$ cat config.mk
export PLATFORM = sky130hd
export DESIGN_NAME = load_writeback_unit
export DESIGN_NICKNAME = d
export VERILOG_FILES = /design/src/rtl/load_writeback_unit.sv
export SDC_FILE = /design/constraint.sdc
export NUM_CORES = 1
export LEC_CHECK = 0
export ABC_AREA = 1
export BUFFER_PORTS_ARGS = -buffer_cell sky130_fd_sc_hd__buf_2
export CELL_PAD_IN_SITES_DETAIL_PLACEMENT = 1
export CELL_PAD_IN_SITES_GLOBAL_PLACEMENT = 1
export CORE_MARGIN = 1.5
export CORE_UTILIZATION = 32
export DETAILED_ROUTE_END_ITERATION = 8
export PLACE_DENSITY = 0.79
export SYNTH_ARGS = -nofsm -noshare
export SYNTH_HDL_FRONTEND = slang
export SYNTH_SLANG_ARGS = --single-unit
$ cat constraint.sdc
create_clock -name clk -period 1.71 [get_ports clk]
set_clock_uncertainty 0.05 [all_clocks]
set_input_delay 0.2565 -clock clk [delete_from_list [all_inputs] [get_ports clk]]
set_output_delay 0.2565 -clock clk [all_outputs]
set_load 0.03 [all_outputs]
$ cat src/rtl/load_writeback_unit.sv
// load_writeback_unit
//   Final pipeline stage: accepts one op per cycle from execute, writes ALU
//   results straight back, and for loads issues a word-aligned memory read,
//   extracts the addressed byte/half/word and writes it to the register file.
//   Misaligned or illegal loads produce a one-cycle load_err and no write.
//
// Ports
//   clk, rst_n          rising-edge clock, asynchronous active-low reset
//   ex_valid/ex_ready   op handshake from execute (ready only in IDLE/WB)
//   ex_rd, ex_result    destination register, ALU result or load byte address
//   ex_is_load          op is a load; ex_funct3 gives RV32I width/sign
//   ex_reg_write        op writes rd
//   mem_req/mem_addr    read request and word-aligned address, held until mem_gnt
//   mem_gnt             request accepted
//   mem_rvalid/rdata    read data return (ignored outside WAIT)
//   RegWrite, WriteRegister, WriteData   registered register-file write port
//   load_err            one-cycle pulse on misaligned/illegal load
module load_writeback_unit (
    input  logic        clk,
    input  logic        rst_n,
    input  logic        ex_valid,
    output logic        ex_ready,
    input  logic [4:0]  ex_rd,
    input  logic [31:0] ex_result,
    input  logic        ex_is_load,
    input  logic [2:0]  ex_funct3,
    input  logic        ex_reg_write,
    output logic        mem_req,
    output logic [31:0] mem_addr,
    input  logic        mem_gnt,
    input  logic        mem_rvalid,
    input  logic [31:0] mem_rdata,
    output logic        RegWrite,
    output logic [4:0]  WriteRegister,
    output logic [31:0] WriteData,
    output logic        load_err
);

    typedef enum logic [1:0] {
        IDLE,
        REQ,
        WAIT,
        WB
    } state_t;

    state_t      state;
    logic [4:0]  ldRd;
    logic        ldRegWrite;
    logic [2:0]  ldFunct3;
    logic [1:0]  ldOffset;

    logic        accept;
    logic        loadIllegal;
    logic        loadMisaligned;
    logic [7:0]  byteSel;
    logic [15:0] halfSel;
    logic [31:0] loadData;

    assign accept = ex_valid && ex_ready;

    always_comb begin
        loadIllegal    = (ex_funct3 == 3'b011) || (ex_funct3 == 3'b110) ||
                         (ex_funct3 == 3'b111);
        // funct3[1:0]==01 covers both LH and LHU.
        loadMisaligned = ((ex_funct3[1:0] == 2'b01) && ex_result[0]) ||
                         ((ex_funct3 == 3'b010) && (ex_result[1:0] != 2'b00));
    end

    always_comb begin
        byteSel  = '0;
        halfSel  = '0;
        loadData = '0;
        case (ldOffset)
            2'd0:    byteSel = mem_rdata[7:0];
            2'd1:    byteSel = mem_rdata[15:8];
            2'd2:    byteSel = mem_rdata[23:16];
            default: byteSel = mem_rdata[31:24];
        endcase
        halfSel = ldOffset[1] ? mem_rdata[31:16] : mem_rdata[15:0];
        case (ldFunct3)
            3'b000:  loadData = {{24{byteSel[7]}}, byteSel};
            3'b100:  loadData = {24'd0, byteSel};
            3'b001:  loadData = {{16{halfSel[15]}}, halfSel};
            3'b101:  loadData = {16'd0, halfSel};
            default: loadData = mem_rdata;
        endcase
    end

    // ex_ready is registered: it is set to whether the next state can accept.
    always_ff @(posedge clk or negedge rst_n) begin
        if (!rst_n) begin
            state         <= IDLE;
            ex_ready      <= 1'b0;
            mem_req       <= 1'b0;
            mem_addr      <= '0;
            RegWrite      <= 1'b0;
            WriteRegister <= '0;
            WriteData     <= '0;
            load_err      <= 1'b0;
            ldRd          <= '0;
            ldRegWrite    <= 1'b0;
            ldFunct3      <= '0;
            ldOffset      <= '0;
        end else begin
            RegWrite <= 1'b0;
            load_err <= 1'b0;
            case (state)
                IDLE, WB: begin
                    if (accept) begin
                        if (!ex_is_load) begin
                            state         <= WB;
                            ex_ready      <= 1'b1;
                            RegWrite      <= ex_reg_write && (ex_rd != '0);
                            WriteRegister <= ex_rd;
                            WriteData     <= ex_result;
                        end else if (loadIllegal || loadMisaligned) begin
                            state    <= IDLE;
                            ex_ready <= 1'b1;
                            load_err <= 1'b1;
                        end else begin
                            state      <= REQ;
                            ex_ready   <= 1'b0;
                            mem_req    <= 1'b1;
                            mem_addr   <= {ex_result[31:2], 2'b00};
                            ldRd       <= ex_rd;
                            ldRegWrite <= ex_reg_write;
                            ldFunct3   <= ex_funct3;
                            ldOffset   <= ex_result[1:0];
                        end
                    end else begin
                        state    <= IDLE;
                        ex_ready <= 1'b1;
                    end
                end
                REQ: begin
                    if (mem_gnt) begin
                        state   <= WAIT;
                        mem_req <= 1'b0;
                    end
                end
                WAIT: begin
                    if (mem_rvalid) begin
                        state         <= WB;
                        ex_ready      <= 1'b1;
                        RegWrite      <= ldRegWrite && (ldRd != '0);
                        WriteRegister <= ldRd;
                        WriteData     <= loadData;
                    end
                end
                default: begin
                    state    <= IDLE;
                    ex_ready <= 1'b1;
                    mem_req  <= 1'b0;
                end
            endcase
        end
    end

endmodule

Yosys cells after proc, flatten, opt, wreduce, memory -nomap -nowiden --
Cells that the tools add are included.
Operators by class: equality and inequality tests 19, mux-type cells 34, bitwise gates (word level) 1, reduce and logical (&&, ||, !) cells 23
Operators with widths (count):
- case mux 32 bit (4 select lines) | 1
- 2-to-1 mux 32 bit | 3
- case mux 32 bit (2 select lines) | 1
- case mux 8 bit (3 select lines) | 1
- 2-to-1 mux 16 bit | 1
- 2-to-1 mux 1 bit | 15
- 2-to-1 mux 5 bit | 3
- equality test 3 bit (second input constant) | 4
- != test 2 bit (second input constant) | 6
- case mux 5 bit (2 select lines) | 1
- nonzero test 5 bit | 2
- 2-to-1 mux 2 bit | 4
- AND reduction 4 bit | 2
- equality test 2 x 1 -> 1 bit (second input constant) | 3
- equality test 2 bit (second input constant) | 3
- equality test 3 x 2 -> 1 bit (second input constant) | 2
- case mux 1 bit (2 select lines) | 3
- case mux 2 bit (3 select lines) | 1
- nonzero test 2 bit | 3
- logical AND 1 bit | 5
- AND reduction 5 bit | 1
- zero test 2 bit | 2
- logical OR 1 bit | 4
- AND reduction 2 bit | 2
- 4 further kinds | 4
Word-level totals: flip-flop bits (word level) 84, input port bits 79, output and inout port bits 73, logic and storage cells 89

Depth between registers and ports, before layout --
Gate-level depths: netlist (run 1).
depth after elaboration 8, gate-level depth with buffers 12, mapped depth without buffers 10

Least setup slack after synthesis (run 1) --
OpenSTA, ideal clock, no wires.
path type register -> register, start point register state[0], end point register mem_addr[14], setup time 130 ps, data arrival time 1440 ps, data required time 1530 ps, path slack 91 ps, stages on the path, launching flop included 10, path buffers 2, period minus slack after synthesis 1619 ps, path through dfrtp_1 > inv_1 > ha_1 > inv_1 > nor2_2 > nand3_1 > buf_4 > buf_4 > nand2_1 > o21ai_0
On the way: longest elaborated chain between the ends 3, elaborated cells between the ends (all ways) 4, classes of those cells eq/ne (1); reduce/logical (3)
Ends and longest elaborated chain:
- start, declared | RTL line 46 | state_t state;
- start signal, assigned | RTL line 92 | state <= IDLE;
- start signal, assigned | RTL line 111 | state <= WB;
- start signal, assigned | RTL line 117 | state <= IDLE;
- equality test 2 bit or zero test 2 bit (tied branches) | RTL line 107 | case (state)
- OR reduction 2 bit (*) | RTL line 107
- AND reduction 4 bit (no source line) (*)
- end signal, assigned | RTL line 124 | mem_addr <= {ex_result[31:2], 2'b00};
- end, declared | RTL line 29 | output logic [31:0] mem_addr,
Every way passes the cells marked *; elsewhere a longest branch is shown, timed or not. A chain may end at the register's enable or synchronous reset.

Final worst setup path (run 1) --
start point register state[1], end point register mem_addr[30]
Same word-level chain as after synthesis.

==> results of run 1 <==
[state kept, by name, summed over array words and instances, names as in the netlist]
signal / count
WriteData: 32
mem_req: 1
mem_addr: 30
ldRegWrite: 1
load_err: 1
ldRd: 5
state: 2
ex_ready: 1
ldFunct3: 3
RegWrite: 1
ldOffset: 2
WriteRegister: 5
[final cells by class]
type | count | area [sq um] | share of cell area
Sequential cell | 84 | 2102 | 0.3510
Multi-Input combinational cell | 398 | 1886 | 0.3148
Timing Repair Buffer | 180 | 1174 | 0.1959
Clock buffer | 12 | 256.5 | 0.04282
Inverter | 65 | 254.0 | 0.04241
Tap cell | 176 | 220.2 | 0.03677
Clock inverter | 4 | 95.09 | 0.01588
Antenna cell | 1 | 2.502 | 0.0004178
[worst max-delay path, stage by stage, from the launching register on]
cell       delay (ps)
dfrtp_1           430
ha_4              320
inv_4              50
nor2_4            130
nand3_4            90
buf_12            170
clkbuf_16         180
nand2_1            60
o21ai_0            80
[path summary, 6_finish.rpt]
kind,cells past startpoint,slack [ps],end
worst max-delay path,8,30,mem_addr[30]
worst min-delay path,3,120,mem_addr[13]
worst max register to register,8,30,mem_addr[30]
worst min register to register,2,430,WriteData[30]
max in group asynchronous,3,640,WriteData[22]
min in group asynchronous,2,360,ldRd[4]
[power by group through the flow]
stage | Sequential [mW] | Clock, mW | Combinational [mW]
2_1_floorplan | 5.07 | 0 | 3.79
3_3_place_gp | 3.52 | 0 | 7.32
3_5_place_dp | 3.57 | 0 | 7.60
4_1_cts | 3.55 | 2.36 | 7.76
5_1_grt | 3.67 | 2.44 | 8.85
6_report | 3.55 | 2.33 | 8.06
[kinds of logic (layout without fill, tap and decap cells)]
family | count (synthesis) | after routing | synth area share
AOI/OAI and AO/OA | 149 | 149 | 0.1738
adders and majority gates | 2 | 2 | 0.005707
and+or+nand+nor | 245 | 245 | 0.2332
other | 1 | 3 | 0.0008553
DFF | 84 | 84 | 0.4795
buffers and inverters | 102 | 261 | 0.1070
[cells in the final DEF (no fill, tap or decap), types with 2 or more instances in the layout]
| cell | n |
|---|---|
| nand2_2 | 4 |
| o21ai_0 | 55 |
| buf_2 | 148 |
| bufinv_16 | 3 |
| a31oi_1 | 5 |
| nor3_1 | 2 |
| inv_4 | 2 |
| inv_1 | 58 |
| o21ai_1 | 5 |
| nor2_4 | 3 |
| nand3_1 | 19 |
| inv_2 | 4 |
| buf_4 | 17 |
| dfrtp_1 | 84 |
| clkbuf_16 | 14 |
| buf_12 | 6 |
| a21oi_1 | 79 |
| nor2_1 | 48 |
| o21ai_2 | 2 |
| conb_1 | 2 |
| nand3b_1 | 3 |
| nand4_1 | 5 |
| ha_4 | 2 |
| clkbuf_8 | 2 |
| nand2_1 | 155 |
| buf_6 | 2 |
[synthesized netlist by cell type (5+ instances only)]
cell type  count  share of area
a21oi_1       79          0.090
a31oi_1        5         0.0071
buf_2         10          0.011
buf_4          8          0.014
buf_6          5          0.013
clkbuf_1      10         0.0086
dfrtp_1       84           0.48
inv_1         61          0.052
nand2_1      157           0.13
nand3_1       20          0.023
nand4_1        5         0.0071
nor2_1        48          0.041
o21ai_0       61          0.070
[metal layers]
layer  track usage  vias up  part of all wire  wire [um]
li1              -     2176                 -          -
met1        0.2678     2207              0.44       6895
met2        0.3657      126              0.50       7758
met3       0.03470       18             0.042        654
met4       0.07961        0             0.020        306
met5             0        -                 0          0
[through the flow]
step / setup TNS, ps / worst slack (ps)
global route: -158.7 / -38.04
global placement: 0 / 72.30
floorplan: 0 / 90.51
detailed placement: -117.3 / -39.79
finish: 0 / 26.64
CTS: 0 / 23.28
[repair_timing]
action,CTS,global route
endpoints found under the setup margin,19,68
buffers inserted,0,4
resized for setup,10,16
hold buffers,1,0
pin swaps,1,2
gates cloned,1,5
endpoints found under the hold margin,32,0
==> impl_summary.md, run 1 <==
Run status
The flow ran to the end, and the final reports show no timing, DRC or antenna violations.

Floorplan
The die covers 14410 sq um. The total core area is 13300 sq um. The floorplan has 42 rows.

For this configuration, the core starts out at a cell density of 0.3298. The vertical die dimension is 120.1 um. The floorplan die width is 120.1 um. The count of boundary I/O pins is 152.

Power
VDD sags by at most 932.9 uV. Power spread over the standard cell area amounts to 2327 nW/um^2. The completed layout was analyzed and its total power is 13.94 mW. The internal power is 7.165 mW. Of the total power, the share spent switching nets is 0.4859. Summed over all cells, the static leakage comes to 3.206 nW. The share of total power dissipated in combinational logic is 0.578. Of the total power, registers draw 0.255. The total net switching power is 6.773 mW. The part of the total power dissipated in the clock network is 0.167.

STA
Of the available clock period, the critical path in the final layout requires 0.9844. The setup violation total in the final timing report is 0. The number of max-slew violations in the final report was 0. Timing would allow up to 594.1 MHz.

The number of hold-slack violations in the final timing report was 0. The post-route worst hold slack is 116.4 ps. The clock period could shrink to 1683 ps.

Detailed routing
In this run the remaining antenna-violating nets after routing total 0. The number of design rule violations left after detail routing is 0. The first routing iteration left 250 violations.

Dividing the detail-routed wire length by the instance count gives 16.97 um. The vias after detailed routing is 4527. The aggregate routed wire length is 15.62 mm. The average vias per placed instance is 4.921.

The first-pass iteration count of the detailed router is 5.

Synth
The mapped netlist covers 4384 sq um. The dominant synthesized flop cell is dfrtp_1. The share of the Yosys chip area taken by registers is 0.4795. Counting distinct cell types in the post-synthesis netlist gives 31. The Yosys warning count is 0. The number of instances in the synthesized netlist is 583. In this run, synthesis inferred 0 flip-flops with an integrated enable.

Dividing the synthesized area by the synthesized cell count gives 7.520 sq um. The number of synthesized register bits is 84. The proportion of synthesized flip-flops having asynchronous set or reset is 1.000.

Setup path
STA puts the critical path data arrival time at 1860 ps. The most critical setup path has its startpoint at state[1]. In this run the critical register-to-register path is launched from state[1]. STA puts the critical path data required time at 1880 ps. The sort of element at the start of the critical path is a flip-flop. Of all nets on the critical path, the largest fanout is 17.

The type of destination of the critical path is a flip-flop. The critical path is of the reg -> reg type.

Global route
The wire length of the first global-routing pass is 23.78 mm. The initial antenna violation count is 1. Entering global routing, the biggest net connects 63 pins. The via count of the first global-routing pass is 4574. In the global route stage, overall resource usage came out at 0.2127. The total overflow left after global routing is 0.

Place
In this run the tool buffered the top-level ports with 149 buffer cells. The number of placed instances, taps included, is 892. After detailed placement, the total cell area comes to 5351 sq um. At the end of routability-driven placement, the weighted congestion stood at 0.9042. Detailed placement finished with a half-perimeter wire length of 10.98 mm.

Cells and area
After filler insertion, the fill cell instance count of the layout stands at 1674. The final design instance area without fill is 5989 sq um. At the end of the flow the core is filled with cells to 0.4505.

The net count of the finished layout is 819. The area overhead of the layout relative to synthesis is 36.62%. The proportion of layout cells with a drive suffix above 1 is 0.2934. For this run, the number of standard cells in the final layout without fillers is 920.

Clock tree
In this run the number of H-tree levels came out at 3. The sink count of the clock tree is 84. The root buffer cell is clkbuf_16. Clock tree synthesis inserted a total of 9 buffers. After clock tree synthesis, the clock-pin slew on the worst setup and hold paths is 60 ps.

For the worst-skew pair, the clock arrives at the later sink with an insertion delay of 350 ps. The number of buffers on the longest clock path is 2. TritonCTS built the clock tree.

Job
The count of maximum capacitance violations is 0.

Min path
The start point of the worst min-delay path is ex_result[13]. The kind of path behind the tightest hold check is in -> reg.
Power figures use the tool's default switching activity.
==> inputs of run 2 (changes only) <==
- BUFFER_PORTS_ARGS: -buffer_cell sky130_fd_sc_hd__buf_2 -> not set
- CORE_UTILIZATION: 32 -> 40
- DONT_BUFFER_PORTS: not set -> 1
- PLACE_DENSITY: 0.79 -> 0.78
==> run 2 against run 1 <==
The flow now finishes with violations (hold timing). Via count fell by 13%. Register-to-register slack better by 20 ps. Wire length decreased by 10%. Global-route usage increased by 2.2 points. Sequential share of layout area up 6.7 points. Clock-buffer cell count is 1 higher. Sequential power increased by 49%. First-iteration DRC count is 18% lower. Maximum frequency rose by 1.4%. Utilization increased by 1.7 points.
==> impl_summary.md, run 2 (synthesis results as in run 1) <==
Global route
The initial antenna violation count is 0 (-1). The global-route total usage across every layer was 0.2349 (+0.02219). The wire length of the first global-routing pass was 21.10 mm (-11%). The total congestion overflow after global routing is 0 (unchanged).

The maximum number of pins on one net before global-route repair is 85 (+35%). The via count of the first global-routing pass is 4112 (-10%).

Cells and area
The number of nets in the finished design was 675 (-18%). The proportion of layout cells with a drive suffix above 1 is 0.09699 (-0.1964). In the final layout, the registers with the most flip-flops are WriteData: 32 flops, mem_addr: 30 flops.

The final-layout fill cell count is 1325 (-21%). The flip-flop count of the largest register, all copies and words added is 32 (unchanged). The number of antenna repair diodes is 0 (-1). The library cell used most frequently in the layout, excluding fill and tap cells, is nand2_1. The area overhead of the layout relative to synthesis is 14.70%.

The register bank with the most flops is WriteData. In the layout the commonest cells are 157 x nand2_1, 83 x dfrtp_1, 79 x a21oi_1. The area of the multi-input gates is 1881 sq um (-0.27%). The filler-free cell count of the finished design is 738 (-20%).

The final design instance area without fill is 5029 sq um (-16%). The total area of sequential cells is 2103 sq um (about the same).

Run status
The checks that failed: hold timing. The flow ran to the end, but the final reports show violations.

Place
The placed instance count was 704 (-21%). The weighted congestion at the end of routability-driven global placement is 0.9640 (+6.6%). The number of buffers inserted by port buffering is 0 (-100%). The HPWL after detailed placement is 9.407 mm (-14%). The cell area reported after detailed placement is 4523 sq um (-15%).

Detailed routing
The number of antenna-violating nets in the routed design is 0 (unchanged). The average vias per placed instance was 5.331 (+8.3%). The starting DRC count in detailed routing was 206 (-18%). The wire length per cell is 19.03 um (+12%). The vias after detailed routing is 3934 (-13%).

The first-pass iteration count of the detailed router is 4 (-1). The aggregate routed wire length is 14.04 mm (-10%). The number of design rule violations left after detail routing is 0 (unchanged).

Min path
The kind of path behind the tightest hold check is in -> async.

STA
The aggregate negative setup slack is 0 ps (unchanged). The maximum frequency from static timing analysis is 602.3 MHz (+1.4%). The number of max-slew violations in the final report is 0 (unchanged).

The number of hold-slack violations in the final timing report is 84 (+84). Setup repair after global routing left no endpoint under its margin. The setup violation total in the final timing report is 0 (unchanged). The post-route worst hold slack is -463.9 ps (-580.3 ps). The final worst-path cycle share is 0.9710 (-0.01340). The shortest clock period the worst path allows after layout is 1660 ps (-22.92 ps).

Clock tree
The number of buffers on the longest clock path is 2 (unchanged). The CTS tree is yes. The clock buffer count from CTS came to 9 (unchanged). The sink count of the clock tree is 84 (unchanged). The clock slew seen by the registers of the worst setup and hold paths is 90 ps (+30 ps).

The root buffer cell is clkbuf_8. The clock latency reported for the late side of the worst-skew pair was 360 ps (about the same). The number of H-tree branching levels was 3 (unchanged).

Floorplan
The vertical die dimension is 107.7 um (-10%). The starting density of the core is 0.4080 (+0.07825). The count of boundary I/O pins came to 152 (unchanged). The site row count is 38 (-9.5%). The total core area is 10750 sq um (-19%). The floorplan die width is 107.7 um (-10%). The total die area is 11600 sq um (-20%).

Power
The reported leakage power came to 2.510 nW (-22%). The cell area power density is 2363 nW/um^2 (+1.5%). The peak supply drop is 975.1 uV (+4.5%). The post-route total power is 11.88 mW (-15%).

Setup path
The worst register-to-register path ends at mem_addr[16]. The reg-to-reg setup timing slack is 50 ps (+20 ps). The library cell appearing most often on the critical path is buf_12. The cell family contributing the most delay on the critical path is flip-flops. The arrival time at the worst endpoint is 1830 ps (-30 ps). The largest fanout of any net on the critical path came to 11 (-6). Walking the worst path, the cells encountered are ha_4 > inv_2 > nor2_4 > nand3_4 > buf_12 > buf_12 > nand2_1 > o21ai_0. The worst setup path is launched from a flip-flop. The delay contributed by the slowest stage of the critical path was 430 ps (about the same). The number of cells on the critical path is 8 (unchanged). The cell depth of the worst flop-to-flop path is 8 (unchanged). The critical path is of the reg -> reg type. In this run the worst setup path begins at state[1]. The type of destination of the critical path is a flip-flop. The most critical setup path has its endpoint at mem_addr[16]. The required time of the worst setup path was 1880 ps (about the same). The worst reg2reg path startpoint is state[1]. Among all stages on the critical path, the largest delay is contributed by dfrtp_1. The total buffers and inverters traversed by the critical path is 3 (unchanged).

Job
The count of maximum capacitance violations is 0 (unchanged).
[run 2: how the worst min path moves through the flow]
stage	start	end	slack, ps	cells past startpoint
2_1_floorplan	rst_n	RegWrite	-90	0
3_3_place_gp	rst_n	mem_addr[10]	-90	0
3_5_place_dp	rst_n	mem_addr[10]	-90	0
4_1_cts	rst_n	mem_addr[10]	-480	0
5_1_grt	rst_n	mem_addr[10]	-490	0
6_report	rst_n	mem_addr[10]	-460	0
[run 2: cell type report]
class / instances / share of cell area
inverter: 65 / 0.04902
clock buffer: 13 / 0.02961
tap: 140 / 0.03483
timing repair buffer: 36 / 0.08734
sequential: 84 / 0.4183
clock inverter: 2 / 0.006967
multi-input combinational: 398 / 0.3740
[run 2: stage by stage]
step,setup slack [ps],util,hold WS [ps]
6_report,49.56,0.4680,-463.9
5_1_grt,0.9039,0.4680,-493.4
4_1_cts,16.61,0.4534,-476.2
3_5_place_dp,-4.406,0.4209,-87.42
3_3_place_gp,77.33,0.4209,-86.68
2_1_floorplan,90.51,-,-89.09
[run 2: what timing repair did]
item                                    in CTS  in global routing
pin swaps                                    1                  2
endpoints found under the setup margin       9                 71
gates cloned                                 1                  4
endpoints found under the hold margin       95                 85
resized for setup                            5                 13
setup buffers                                0                  2
hold buffers                                11                  1
[run 2: power breakdown]
part           internal [mW]  leakage (nW)  switching [mW]
clock network          0.709        0.0935           0.708
registers               2.96          1.02            2.32
logic                   1.94          1.40            3.25
[run 2: worst reg2reg max path, delay by kind of cell (launching register included)]
kind                     cells  cell delay, ps
adder cells (fa/ha/maj)      1             310
AO/OA/AOI/OAI                1             100
flip-flops                   1             430
buffers and inverters        3             380
AND/OR/NAND/NOR              3             260
[run 2: layer usage]
metal | track usage | share of wire | vias up
li1 | - | - | 1889
met1 | 0.2911 | 0.43 | 1920
met2 | 0.3844 | 0.48 | 108
met3 | 0.06780 | 0.063 | 17
met4 | 0.09305 | 0.021 | 0
met5 | 0 | 0 | -
==> inputs of run 3 (changes only) <==
- PLACE_DENSITY: 0.78 -> 0.84
==> run 3 against run 2 <==
The flow still finishes with violations (hold timing). Register-to-register slack about the same. Final cell count is 0.14% lower. Die area unchanged. Hold slack better by 2.6 ps. Flip-flop and latch count stayed put. Via count grew 0.46%. Sequential power barely moved. Design area is essentially flat. Maximum frequency grew 0.21%. Global-route usage increased by 0.40 points. Utilization hardly changed. Worst setup slack improved by 3.4 ps. Largest cell class unchanged. Highest routed layer unchanged.
==> impl_summary.md, run 3 (synthesis results as in run 1) <==
STA
The shortest clock period the worst path allows after layout was 1657 ps (-3.406 ps). The setup violation total in the final timing report came to 0 (unchanged). The number of max-slew violations in the final report came to 0 (unchanged).

The aggregate negative setup slack was 0 ps (unchanged). The final worst-path cycle share was 0.9690 (-0.001992). The number of hold-slack violations in the final timing report is 84 (unchanged). The maximum frequency from static timing analysis was 603.5 MHz (+0.21%). The post-route worst hold slack was -461.3 ps (+2.638 ps).

Cells and area
The number of antenna repair diodes is 0 (unchanged). In the layout the commonest cells are 154 x nand2_1, 83 x dfrtp_1, 79 x a21oi_1. The area of the multi-input gates was 1881 sq um (unchanged). The final design instance area without fill is 5026 sq um (about the same). The area overhead of the layout relative to synthesis is 14.64% (about the same). The library cell used most frequently in the layout, excluding fill and tap cells, is nand2_1. The final-layout fill cell count is 1314 (-0.83%).

The total area of sequential cells is 2103 sq um (unchanged). The filler-free cell count of the finished design is 737 (-0.14%). The largest registers in the layout are WriteData: 32 flops, mem_addr: 30 flops. The number of nets in the finished design is 678 (+0.44%). The flip-flop count of the largest register, all copies and words added is 32 (unchanged).

Counting flops per register, the top entry is WriteData. The proportion of layout cells with a drive suffix above 1 is 0.1022 (+0.005188). The final cell utilization of the core was 0.4677 (about the same).

Floorplan
The total die area came to 11600 sq um (unchanged). The site row count was 38 (unchanged). The vertical die dimension came to 107.7 um (unchanged). The total core area is 10750 sq um (unchanged).

The floorplan die width came to 107.7 um (unchanged). The starting density of the core is 0.4080 (unchanged). The count of boundary I/O pins is 152 (unchanged).

Setup path
Grouping stages by cell kind, the critical path spends the most delay in buffers and inverters. The worst reg2reg path startpoint is state[0]. The critical path ends at mem_req. On the critical path, the stage with the largest delay is an instance of dfrtp_1. The required time of the worst setup path is 1910 ps (+30 ps). The endpoint identified for the worst register-to-register timing path is mem_req. The number of cells on the critical path was 11 (+3). The kind of critical path is reg -> reg. The sort of element at the start of the critical path is a flip-flop. The cell depth of the worst flop-to-flop path is 11 (+3). The largest fanout of any net on the critical path was 8 (-3). The type of destination of the critical path is a flip-flop. The arrival time at the worst endpoint was 1860 ps (+30 ps). The delay contributed by the slowest stage of the critical path is 350 ps (-80 ps).

The critical path goes through inv_1 > ha_4 > inv_2 > nor2_4 > nand3_4 > buf_12 > buf_12 > nand2_2 > nand2_1 > nand2_1 > inv_1. The reg-to-reg setup timing slack is 50 ps (about the same). The total buffers and inverters traversed by the critical path is 5 (+2). In this run the worst setup path begins at state[0].

Detailed routing
The wire length per cell is 19.47 um (+2.3%). The number of antenna-violating nets in the routed design is 0 (unchanged). The average vias per placed instance came to 5.362 (+0.59%). The number of design rule violations left after detail routing is 0 (unchanged). The first-pass iteration count of the detailed router came to 5 (+1).

The vias after detailed routing is 3952 (+0.46%). The starting DRC count in detailed routing is 206 (unchanged). The aggregate routed wire length is 14.35 mm (+2.2%).

Place
The weighted congestion at the end of routability-driven global placement is 0.9404 (-2.4%). The placed instance count is 704 (unchanged). The number of buffers inserted by port buffering is 0 (unchanged).

The HPWL after detailed placement is 9.700 mm (+3.1%). The cell area reported after detailed placement came to 4523 sq um (unchanged).

Global route
The global-route total usage across every layer is 0.2389 (+0.004033). The total congestion overflow after global routing was 0 (unchanged). The via count of the first global-routing pass came to 4267 (+3.8%). The maximum number of pins on one net before global-route repair is 85 (unchanged). The initial antenna violation count came to 0 (unchanged). The wire length of the first global-routing pass came to 21.51 mm (+2.0%).

Power
The cell area power density was 2341 nW/um^2 (-0.93%). The reported leakage power is 2.512 nW (about the same). The peak supply drop was 972.5 uV (-0.27%).

Clock tree
The tree is rooted in a clkbuf_8. The clock buffer count from CTS is 9 (unchanged). The sink count of the clock tree is 84 (unchanged). The number of H-tree branching levels is 3 (unchanged).

The clock slew seen by the registers of the worst setup and hold paths is 80 ps (about the same). The number of buffers on the longest clock path was 2 (unchanged). The CTS tree is yes. The clock latency reported for the late side of the worst-skew pair came to 350 ps (about the same).

Run status
The flow ran to the end, but the final reports show violations. The checks that failed: hold timing.

Job
The count of maximum capacitance violations is 0 (unchanged).

Min path
The path class of the tightest hold or removal check is in -> async.
run 3: worst reg2reg max path, delay by kind of cell (launching register included):
family | cells | cell delay, ps
adders and majority gates | 1 | 300
buffers and inverters | 5 | 500
DFF | 1 | 350
and+or+nand+nor | 5 | 370
run 3: how the worst min path moves through the flow:
stage | start | to | slack (ps) | depth (start not counted)
2_1_floorplan | rst_n | RegWrite | -90 | 0
3_3_place_gp | rst_n | mem_addr[8] | -90 | 0
3_5_place_dp | rst_n | mem_addr[8] | -90 | 0
4_1_cts | rst_n | mem_addr[8] | -470 | 0
5_1_grt | rst_n | mem_addr[8] | -490 | 0
6_report | rst_n | mem_addr[8] | -460 | 0
run 3: metal layers:
metal | vias up | share of wire | GRT usage | wire length [um]
met2 | 130 | 0.50 | 0.4167 | 7194
met3 | 38 | 0.061 | 0.06598 | 871
li1 | 1882 | - | - | -
met4 | 0 | 0.035 | 0.1081 | 507
met5 | - | 0 | 0 | 0
met1 | 1902 | 0.40 | 0.2710 | 5775
run 3: layout make-up:
type                    count  area share
inverters                  65     0.04954
multi-input cells         398      0.3742
flip-flops and latches     84      0.4185
clock inverters             1   0.0009958
clock buffers              10     0.02539
well taps                 140     0.03485
repair buffers             39     0.09659
run 3: stage by stage:
stage,worst slack (ps),power [mW]
after global routing,-38.17,12.73
after floorplan,90.51,8.857
after CTS,-8.951,11.55
after detailed placement,-27.00,10.27
after global placement,90.72,9.926
final,52.96,11.77
run 3: repair_timing:
item	in CTS	in global routing
cloned	1	5
endpoints found under the setup margin	9	76
setup buffers	0	3
pin swaps	1	3
hold buffers	12	1
endpoints found under the hold margin	96	85
gates resized for setup	4	18
run 3: report_power, final:
part | total (mW) | switching, mW | internal (mW)
registers | 5.29 | 2.33 | 2.96
clock network | 1.15 | 0.668 | 0.486
logic | 5.32 | 3.32 | 2.00
